`config.mk`:
```
export PLATFORM = sky130hd
export DESIGN_NAME = br_issue_queue
export DESIGN_NICKNAME = d
export VERILOG_FILES = /design/src/rtl/br_issue_queue.sv
export SDC_FILE = /design/constraint.sdc
export NUM_CORES = 2
export LEC_CHECK = 0
export BUFFER_PORTS_ARGS = -buffer_cell sky130_fd_sc_hd__buf_2
export CAP_MARGIN = 40
export CORE_MARGIN = 5
export CORE_UTILIZATION = 50
export CTS_CLUSTER_DIAMETER = 150
export CTS_CLUSTER_SIZE = 14
export DETAILED_ROUTE_END_ITERATION = 10
export PLACE_DENSITY = 0.65
export SLEW_MARGIN = 25
export SYNTH_ARGS = -nofsm -noshare
export SYNTH_HDL_FRONTEND = slang
export SYNTH_SLANG_ARGS = --single-unit
```
`constraint.sdc`:
```
create_clock -name clk -period 7.85 [get_ports clk]
set_clock_uncertainty 0.15 [all_clocks]
set_input_delay 1.57 -clock clk [delete_from_list [all_inputs] [get_ports clk]]
set_output_delay 1.57 -clock clk [all_outputs]
set_load 0.01 [all_outputs]
```
`src/rtl/br_issue_queue.sv`:
```
// Branch/jump reservation station: tracks operand readiness, snoops the CDB and
// issues the oldest ready micro-op into a registered slot. Optional BR_ISSUE_QUEUE_PERF_EN adds perf counters.

package br_issue_queue_pkg;
  localparam int unsigned RS_ROB_IDX_W = 4;

  typedef enum logic [1:0] {
    UOP_JAL  = 2'd0,
    UOP_JALR = 2'd1,
    UOP_BR   = 2'd2
  } br_uop_t;

  typedef struct packed {
    logic                    valid;
    br_uop_t                 uop;
    logic [2:0]              funct3;
    logic [31:0]             pc;
    logic [31:0]             imm;
    logic [RS_ROB_IDX_W-1:0] rob_idx;
    logic [31:0]             rs1_data;
    logic [31:0]             rs2_data;
  } reservation_station_t;
endpackage

module br_issue_queue
  import br_issue_queue_pkg::*;
#(
  parameter int unsigned DEPTH     = 4,
  parameter int unsigned ROB_IDX_W = 4
) (
  input  logic                   clk,
  input  logic                   rst,
  input  logic                   flush,
  input  logic                   dispatch_valid,
  output logic                   dispatch_ready,
  input  reservation_station_t   dispatch_entry,
  input  logic                   dispatch_rs1_ready,
  input  logic                   dispatch_rs2_ready,
  input  logic [ROB_IDX_W-1:0]   dispatch_rs1_tag,
  input  logic [ROB_IDX_W-1:0]   dispatch_rs2_tag,
  input  logic                   cdb_valid,
  input  logic [ROB_IDX_W-1:0]   cdb_rob_idx,
  input  logic [31:0]            cdb_data,
  output reservation_station_t   next_execute,
`ifdef BR_ISSUE_QUEUE_PERF_EN
  output logic [$clog2(DEPTH):0] occupancy,
  output logic [31:0]            perf_issue_cnt,
  output logic [31:0]            perf_full_stall_cnt
`else
  output logic [$clog2(DEPTH):0] occupancy
`endif
);

  localparam int unsigned IDX_W = $clog2(DEPTH);
  localparam int unsigned OCC_W = IDX_W + 1;
  // Sequence numbers run modulo 2*DEPTH so a signed difference orders any two live entries.
  localparam int unsigned SEQ_W = IDX_W + 1;

  reservation_station_t ent_q [DEPTH];
  logic [DEPTH-1:0]     rs1_rdy_q;
  logic [DEPTH-1:0]     rs2_rdy_q;
  logic [ROB_IDX_W-1:0] rs1_tag_q [DEPTH];
  logic [ROB_IDX_W-1:0] rs2_tag_q [DEPTH];
  logic [SEQ_W-1:0]     seq_q [DEPTH];
  logic [SEQ_W-1:0]     seq_ctr_q;
  logic [OCC_W-1:0]     occ_q;
  reservation_station_t ne_q;

  logic [DEPTH-1:0]     rs1_hit;
  logic [DEPTH-1:0]     rs2_hit;
  logic [DEPTH-1:0]     elig;
  logic                 sel_found;
  logic [IDX_W-1:0]     sel_idx;
  logic                 free_found;
  logic [IDX_W-1:0]     free_idx;
  logic                 accept;
  logic                 disp_rs1_byp;
  logic                 disp_rs2_byp;
  reservation_station_t new_ent;
  reservation_station_t issue_ent;

  function automatic logic is_older(input logic [SEQ_W-1:0] a, input logic [SEQ_W-1:0] b);
    logic [SEQ_W-1:0] d;
    d = a - b;
    return d[SEQ_W-1];
  endfunction

  // CDB tag match per entry and same-cycle eligibility.
  always_comb begin
    rs1_hit = '0;
    rs2_hit = '0;
    elig    = '0;
    for (int i = 0; i < DEPTH; i++) begin
      rs1_hit[i] = ent_q[i].valid && !rs1_rdy_q[i] && cdb_valid && (rs1_tag_q[i] == cdb_rob_idx);
      rs2_hit[i] = ent_q[i].valid && !rs2_rdy_q[i] && cdb_valid && (rs2_tag_q[i] == cdb_rob_idx);
      elig[i]    = ent_q[i].valid && (rs1_rdy_q[i] || rs1_hit[i]) && (rs2_rdy_q[i] || rs2_hit[i]);
    end
  end

  // Oldest eligible entry by dispatch sequence.
  always_comb begin
    sel_found = 1'b0;
    sel_idx   = '0;
    for (int i = 0; i < DEPTH; i++) begin
      if (elig[i] && (!sel_found || is_older(seq_q[i], seq_q[sel_idx]))) begin
        sel_found = 1'b1;
        sel_idx   = IDX_W'(i);
      end
    end
  end

  // Lowest-numbered free slot for the incoming micro-op.
  always_comb begin
    free_found = 1'b0;
    free_idx   = '0;
    for (int i = 0; i < DEPTH; i++) begin
      if (!ent_q[i].valid && !free_found) begin
        free_found = 1'b1;
        free_idx   = IDX_W'(i);
      end
    end
  end

  assign dispatch_ready = (occ_q < OCC_W'(DEPTH)) && !flush;
  assign accept         = dispatch_valid && dispatch_ready && free_found;
  assign disp_rs1_byp   = cdb_valid && !dispatch_rs1_ready && (dispatch_rs1_tag == cdb_rob_idx);
  assign disp_rs2_byp   = cdb_valid && !dispatch_rs2_ready && (dispatch_rs2_tag == cdb_rob_idx);

  // Incoming entry with CDB bypass, and issuing entry with same-cycle CDB merge.
  always_comb begin
    new_ent       = dispatch_entry;
    new_ent.valid = 1'b1;
    if (disp_rs1_byp) new_ent.rs1_data = cdb_data;
    if (disp_rs2_byp) new_ent.rs2_data = cdb_data;
    issue_ent       = ent_q[sel_idx];
    issue_ent.valid = 1'b1;
    if (rs1_hit[sel_idx]) issue_ent.rs1_data = cdb_data;
    if (rs2_hit[sel_idx]) issue_ent.rs2_data = cdb_data;
  end

  // Entry storage: wakeup, issue invalidation and allocation.
  always_ff @(posedge clk or negedge rst) begin
    if (!rst) begin
      for (int i = 0; i < DEPTH; i++) begin
        ent_q[i]     <= '0;
        rs1_tag_q[i] <= '0;
        rs2_tag_q[i] <= '0;
        seq_q[i]     <= '0;
      end
      rs1_rdy_q <= '0;
      rs2_rdy_q <= '0;
      seq_ctr_q <= '0;
    end else if (flush) begin
      for (int i = 0; i < DEPTH; i++) begin
        ent_q[i].valid <= 1'b0;
      end
    end else begin
      for (int i = 0; i < DEPTH; i++) begin
        if (rs1_hit[i]) begin
          ent_q[i].rs1_data <= cdb_data;
          rs1_rdy_q[i]      <= 1'b1;
        end
        if (rs2_hit[i]) begin
          ent_q[i].rs2_data <= cdb_data;
          rs2_rdy_q[i]      <= 1'b1;
        end
        if (sel_found && (sel_idx == IDX_W'(i))) begin
          ent_q[i].valid <= 1'b0;
        end
        if (accept && (free_idx == IDX_W'(i))) begin
          ent_q[i]     <= new_ent;
          rs1_rdy_q[i] <= dispatch_rs1_ready || disp_rs1_byp;
          rs2_rdy_q[i] <= dispatch_rs2_ready || disp_rs2_byp;
          rs1_tag_q[i] <= dispatch_rs1_tag;
          rs2_tag_q[i] <= dispatch_rs2_tag;
          seq_q[i]     <= seq_ctr_q;
        end
      end
      if (accept) seq_ctr_q <= seq_ctr_q + SEQ_W'(1);
    end
  end

  // Occupancy and registered issue slot.
  always_ff @(posedge clk or negedge rst) begin
    if (!rst) begin
      occ_q <= '0;
      ne_q  <= '0;
    end else if (flush) begin
      occ_q      <= '0;
      ne_q.valid <= 1'b0;
    end else begin
      occ_q <= occ_q + OCC_W'(accept) - OCC_W'(sel_found);
      if (sel_found) ne_q <= issue_ent;
      else           ne_q.valid <= 1'b0;
    end
  end

  assign occupancy    = occ_q;
  assign next_execute = ne_q;

`ifdef BR_ISSUE_QUEUE_PERF_EN
  logic [31:0] perf_issue_q;
  logic [31:0] perf_stall_q;

  // Saturating issue and full-stall counters.
  always_ff @(posedge clk or negedge rst) begin
    if (!rst) begin
      perf_issue_q <= '0;
      perf_stall_q <= '0;
    end else if (flush) begin
      perf_issue_q <= '0;
      perf_stall_q <= '0;
    end else begin
      if (sel_found && (perf_issue_q != 32'hFFFF_FFFF)) perf_issue_q <= perf_issue_q + 32'd1;
      if (dispatch_valid && !dispatch_ready && (perf_stall_q != 32'hFFFF_FFFF))
        perf_stall_q <= perf_stall_q + 32'd1;
    end
  end

  assign perf_issue_cnt      = perf_issue_q;
  assign perf_full_stall_cnt = perf_stall_q;
`endif

endmodule
```
# Word-level counts from Yosys, hierarchy flattened
# Index checks and enable logic that the tools add are counted.
totals:
  output_inout_bits: 142
  ff_bits: 748
  wordCells: 276
op_classes:
  bitwise: 4
  n_reduce_logical: 113
  n_addsub: 6
  n_mux: 70
  order_cmp: 5
  n_eq_ne: 16
op_table:
  columns: ["operator", "n"]
  rows:
  - ["two-way mux 138 bit", 4]
  - ["two-way mux 32 bit", 12]
  - ["binary-select mux 138 bit (select 2 bit)", 1]
  - ["two-way mux 137 bit", 2]
  - ["logical AND 1 bit", 53]
  - ["== test 4 bit", 10]
  - ["two-way mux 1 bit", 38]
  - ["AND reduction 2 bit", 14]
  - ["zero test 1 bit", 19]
  - ["nonzero test 2 bit", 8]
  - ["two-way mux 3 bit", 5]
  - ["logical OR 1 bit", 13]
  - ["binary-select mux 3 bit (select 2 bit)", 2]
  - ["nonzero test 3 bit", 4]
  - [">= comparator 3 bit (second input constant)", 3]
  - ["inverter 2 -> 3 bit", 3]
  - ["subtractor 3 bit", 3]
  - ["== test 2 bit (second input constant)", 4]
  - ["two-way mux 2 bit", 4]
  - ["binary-select mux 1 bit (select 2 bit)", 2]
  - ["== test 2 x 1 -> 1 bit (second input constant)", 2]
  - ["zero test 2 bit", 2]
  - ["adder 3 x 1 -> 3 bit", 1]
  - ["adder 3 x 1 -> 3 bit (second input constant)", 1]
  - ["other kinds (4)", 4]

# Logic depth before layout (Yosys ltp)
depth:
  word_depth: 33
  depth_mapped: 29

# Worst setup path before layout
# OpenSTA, ideal clock, no wires.
synth_path:
  path_type: "input port to flip-flop"
  startpoint: "input port cdb_rob_idx[0]"
  endpoint: "register ne_q (netlist bit next_execute[23])"
  setup_slack_ns: 0.326
  path_stages: 28
  arrival_time_ns: 7.248
  setup_time_ns: 0.126
  required_time_ns: 7.574
  path_cell_list: "buf_4 > xnor2_1 > nand3_1 > o31a_1 > or2_2 > nor2_1 > clkbuf_1 > buf_1 > nor2_1 > a21oi_1 > ha_1 > a21oi_1 > xnor2_1 > a21o_1 > buf_4 > buf_2 > clkbuf_1 > o21ai_0 > ha_1 > a31oi_1 > mux2_2 > buf_6 > nor2_8 > buf_2 > buf_1 > a21oi_1 > a221oi_1 > o21ai_1"
synth_between:
  elab_chain_len: 31
  word_cells_on_any_way: 66
  cone_classes: "2 x add/sub; 8 x eq/ne; 19 x mux; 3 x bitwise; 34 x reduce/logical"
synth_lines:
  columns: ["item", "line", "rtl"]
  rows:
  - ["from (decl)", "42", "input logic [ROB_IDX_W-1:0] cdb_rob_idx,"]
  - ["== test 4 bit", "94", "rs1_hit[i] = ent_q[i].valid && !rs1_rdy_q[i] && cdb_valid && (rs1_tag_q[i] == cdb_rob_idx);"]
  - ["logical AND 1 bit", "94", null]
  - ["logical OR 1 bit", "96", "elig[i] = ent_q[i].valid && (rs1_rdy_q[i] || rs1_hit[i]) && (rs2_rdy_q[i] || rs2_hit[i]);"]
  - ["logical AND 1 bit (2 in series)", "96", null]
  - ["two-way mux 1 bit", "105", "if (elig[i] && (!sel_found || is_older(seq_q[i], seq_q[sel_idx]))) begin"]
  - ["zero test 1 bit", "105", null]
  - ["logical OR 1 bit", "105", null]
  - ["logical AND 1 bit", "105", null]
  - ["(+13 left out)", null, null]
  - ["subtractor 3 bit", "84", "d = a - b;"]
  - ["logical OR 1 bit", "105", null]
  - ["logical AND 1 bit", "105", null]
  - ["two-way mux 2 bit", "105", null]
  - ["inverter 2 -> 3 bit (not written as such)", "135", "issue_ent = ent_q[sel_idx];"]
  - ["binary-select mux 138 bit (select 2 bit)", "135", null]
  - ["two-way mux 137 bit (not written as such) (2 in series)", "135", null]
  - ["two-way mux 32 bit", "138", "if (rs2_hit[sel_idx]) issue_ent.rs2_data = cdb_data;"]
  - ["to (signal assigned)", "193", "if (sel_found) ne_q <= issue_ent;"]
  - ["to (decl)", "67", "reservation_station_t ne_q;"]
# Several ways; a longest one is shown, not always the timed one. The select of a mux whose other input is x is not followed.
# A chain may end at the register's enable or synchronous reset.

# Final worst setup path
layout_path:
  startpoint: "input port cdb_rob_idx[2]"
  endpoint: "register ne_q (netlist bit next_execute[26])"
# The elaborated chain is that of the path after synthesis.

==> impl_metrics.yaml <==
cts:
  cts.root.buffer_cell: "sky130_fd_sc_hd__clkbuf_16"
  clock_slew_at_the_register_clock_pins_of_the_worst_setup_and_hold_paths_ns: 0.07
  clkSinkCount: 748
  clk-insertion-delay-late_ns: 0.64
  post_cts_hold_buffer_count: 0
  number_of_cells_upsized_or_downsized_after_cts: 0
  h-tree-depth: 2
  post-cts-setup-buffer-count: 0
  clock_tree_from_tritoncts: "built"
  cts-buffers-inserted: 59
  cts.path.max_buffers: 3
timing:
  layout_min_cycle_time_ns: 6.77
  hold_viol_final: 0
  timing.hold.ws_ns: 0.324
  setup-tns-final_ns: 0
  rsz0062_at_grt: "false"
  final_max_slew_viol_count: 0
  timing.max_slew.rel_slack: 0.373
  achievable-frequency_mhz: 148
  least_margin_pin_slew_ns: 0.941
  layout_worst_path_cycle_share: 0.862
  setup_violations: 0
power:
  max-vdd-ir-drop_mv: 0.196
  p_leak_uw: 0.0190
  power.total_uw: 12700
  pwr_dens_nw_per_um2: 318
route:
  detail_route.vias_per_cell: 5.65
  wirelength_mm: 109
  drt.antenna.violating_nets: 0
  firstDrtPassIters: 5
  vias: 28800
  drtIter0Drc: 2409
  wire_per_inst_um: 21.4
  drc_errors: 0
global_routing:
  grt_first_pass_wirelength_mm: 170
  grt_usage: 0.275
  grt_start_max_net_pins: 177
  antenna_found_initial: 26
  grt_pass1_vias: 28900
  grt_remaining_overflow: 0
floorplan:
  die_y_um: 278
  coreArea_sq_um: 71500
  floorplan.initialDensity: 0.504
  placement_rows: 98
  dieWidth_um: 278
  io_pins: 331
  die-area_sq_um: 77500
worst_setup_path:
  timing_worst_setup_path_type: "input pin to flop"
  critPathCaptureType: "flop"
  cp_max_fo: 17
  critPathRequiredTime_ns: 8.20
  worstSetupStartpointType: "input pin"
  worstPathArrival_ns: 7.12
synthesis:
  synth-warning-count: 0
  syn_area_sq_um: 36000
  postSynth.asyncResetShare: 1.00
  synth_fp_nets: 4201
  synth_enable_flop_cells: 0
  ys_types: 70
  synthesis.area_per_instance_sq_um: 8.99
  synth_seq_cells: 748
  yosys_most_used_dff: "sky130_fd_sc_hd__dfrtp_1"
  synth_sequential_area_ratio: 0.520
  synth_cells: 4005
cells_and_area:
  final_cell_area_sq_um: 40000
  finalNetCount: 4333
  fillers: 6564
  final_core_util: 0.560
  area_growth_pct: 11.1
  layout-drive-gt1-share: 0.140
placement:
  dpl.hpwl_mm: 63.7
  io_buffer_count: 329
  placedInstanceArea_sq_um: 38400
  place.gp.congestion: 0.813
min_path:
  min-delay-path-class: "flop to flop"
flow_run:
  max_cap_violations: 0
status:
  status: "completed"
-- where the power goes --
group	internal (uW)	switching (uW)
clock	1330	1390
sequential	5330	871
combinational	1620	2180
-- cells by family (layout without fill, tap and decap cells) --
logic type,Yosys count,count (layout),synth area share
AO/OA/AOI/OAI,740,740,0.135
XOR/XNOR,44,44,0.0107
adder cells (fa/ha/maj),7,7,0.00264
buffers and inverters,350,484,0.0424
flip-flops,748,748,0.520
multiplexers,321,321,0.0893
other,0,14,0
AND/OR/NAND/NOR,1795,1795,0.201
-- layout make-up --
cell class	instances	area, sq um	area share
antenna	14	35.0	0.000876
clock buffer	59	1480	0.0369
clock inverter	4	35.0	0.000876
inverter	22	82.6	0.00206
multi-input combinational	2907	16000	0.400
sequential	748	18700	0.468
tap	950	1190	0.0297
timing repair buffer	399	2460	0.0614
-- flip-flops by register name (all words and copies together), names as in the netlist --
name and cells:
occupancy 3, rs2_tag_q 16, rs1_tag_q 16, seq_q 12
ent_q 552, seq_ctr_q 3, next_execute 138, rs1_rdy_q 4
rs2_rdy_q 4
-- per-layer routing --
metal  vias up  global-route usage  part of all wire
met3       174              0.0539             0.071
li1      13700                   -                 -
met5         -                   0            0.0014
met4        24              0.0805             0.031
met1     14100               0.378              0.43
met2       875               0.448              0.47
-- synth_stat cells (30+ instances only) --
| cell type | count | area (sq um) |
|---|---|---|
| sky130_fd_sc_hd__nor3_1 | 40 | 200 |
| sky130_fd_sc_hd__a2bb2oi_1 | 32 | 280 |
| sky130_fd_sc_hd__dfrtp_1 | 748 | 18700 |
| sky130_fd_sc_hd__a221oi_1 | 35 | 307 |
| sky130_fd_sc_hd__a31oi_1 | 33 | 206 |
| sky130_fd_sc_hd__a221oi_2 | 70 | 1050 |
| sky130_fd_sc_hd__o21ai_0 | 209 | 1050 |
| sky130_fd_sc_hd__mux2i_1 | 319 | 3190 |
| sky130_fd_sc_hd__clkbuf_1 | 240 | 901 |
| sky130_fd_sc_hd__a21oi_1 | 185 | 926 |
| sky130_fd_sc_hd__buf_2 | 44 | 220 |
| sky130_fd_sc_hd__nor2_1 | 97 | 364 |
| sky130_fd_sc_hd__o21ai_1 | 137 | 686 |
| sky130_fd_sc_hd__nand2_1 | 1437 | 5390 |
| sky130_fd_sc_hd__nand3_1 | 144 | 721 |
| sky130_fd_sc_hd__and2_1 | 33 | 206 |
| sky130_fd_sc_hd__xnor2_1 | 30 | 263 |
-- critical path, cell delays in order --
cell,delay (ns)
sky130_fd_sc_hd__buf_2,0.29
sky130_fd_sc_hd__xor2_1,0.13
sky130_fd_sc_hd__nor4_2,0.55
sky130_fd_sc_hd__o21ai_1,0.19
sky130_fd_sc_hd__or2_2,0.36
sky130_fd_sc_hd__nor2_4,0.15
sky130_fd_sc_hd__nor2_1,0.05
sky130_fd_sc_hd__a21oi_1,0.17
sky130_fd_sc_hd__ha_1,0.29
sky130_fd_sc_hd__a21oi_1,0.08
sky130_fd_sc_hd__xnor2_1,0.50
sky130_fd_sc_hd__a21o_4,0.24
sky130_fd_sc_hd__nand2_1,0.05
sky130_fd_sc_hd__o21ai_0,0.09
sky130_fd_sc_hd__ha_1,0.26
sky130_fd_sc_hd__a31oi_1,0.23
sky130_fd_sc_hd__mux2_2,0.44
sky130_fd_sc_hd__buf_4,0.23
sky130_fd_sc_hd__or2_1,0.26
sky130_fd_sc_hd__a31o_4,0.24
sky130_fd_sc_hd__nand2_2,0.39
sky130_fd_sc_hd__buf_16,0.23
sky130_fd_sc_hd__o21ai_1,0.09
-- through the flow --
step                      setup slack [ns]  instances
after floorplan                      0.326       4005
after global placement               0.413       5015
after detailed placement             0.526       5022
after CTS                             1.18       5085
after global routing                 0.770       5097
final                                 1.08       5103
-- cells in the final DEF, fill, tap and decap left out, types with 5 or more instances in the layout --
cell,Yosys,final
sky130_fd_sc_hd__and3_1,5,5
sky130_fd_sc_hd__o21ai_0,209,207
sky130_fd_sc_hd__a21oi_4,0,5
sky130_fd_sc_hd__diode_2,0,14
sky130_fd_sc_hd__xnor2_1,30,30
sky130_fd_sc_hd__buf_2,44,329
sky130_fd_sc_hd__and2_1,33,33
sky130_fd_sc_hd__nor2_1,97,86
sky130_fd_sc_hd__nor2_4,0,11
sky130_fd_sc_hd__clkbuf_16,0,59
sky130_fd_sc_hd__nand2_1,1437,1435
sky130_fd_sc_hd__a21oi_1,185,180
sky130_fd_sc_hd__mux2i_1,319,319
sky130_fd_sc_hd__dfrtp_1,748,748
sky130_fd_sc_hd__nor2b_1,6,6
sky130_fd_sc_hd__o211ai_1,5,5
sky130_fd_sc_hd__o21ai_1,137,137
sky130_fd_sc_hd__inv_1,20,20
sky130_fd_sc_hd__a221oi_1,35,35
sky130_fd_sc_hd__buf_16,0,6
sky130_fd_sc_hd__buf_12,0,12
sky130_fd_sc_hd__a31oi_1,33,32
sky130_fd_sc_hd__buf_4,11,49
sky130_fd_sc_hd__nand3_1,144,144
sky130_fd_sc_hd__ha_1,6,6
sky130_fd_sc_hd__nor3_1,40,38
sky130_fd_sc_hd__a221oi_2,70,70
sky130_fd_sc_hd__xor2_1,14,14
sky130_fd_sc_hd__a2bb2oi_1,32,32
-- final timing paths --
path | from | endpoint | slack (ns) | cells after the start
setup / recovery | cdb_rob_idx[2] | next_execute[26]$_DFFE_PN0P_ | 1.08 | 23
hold / removal | ent_q[232]$_DFFE_PN0P_ | ent_q[232]$_DFFE_PN0P_ | 0.32 | 2
setup reg to reg | rs2_tag_q[10]$_DFFE_PN0P_ | next_execute[26]$_DFFE_PN0P_ | 1.86 | 22
hold reg to reg | ent_q[232]$_DFFE_PN0P_ | ent_q[232]$_DFFE_PN0P_ | 0.32 | 2
max in group asynchronous | rst | occupancy[1]$_DFF_PN0_ | 5.30 | 3
min in group asynchronous | rst | next_execute[92]$_DFFE_PN0P_ | 0.79 | 1
(Power assumes the default switching activity.)
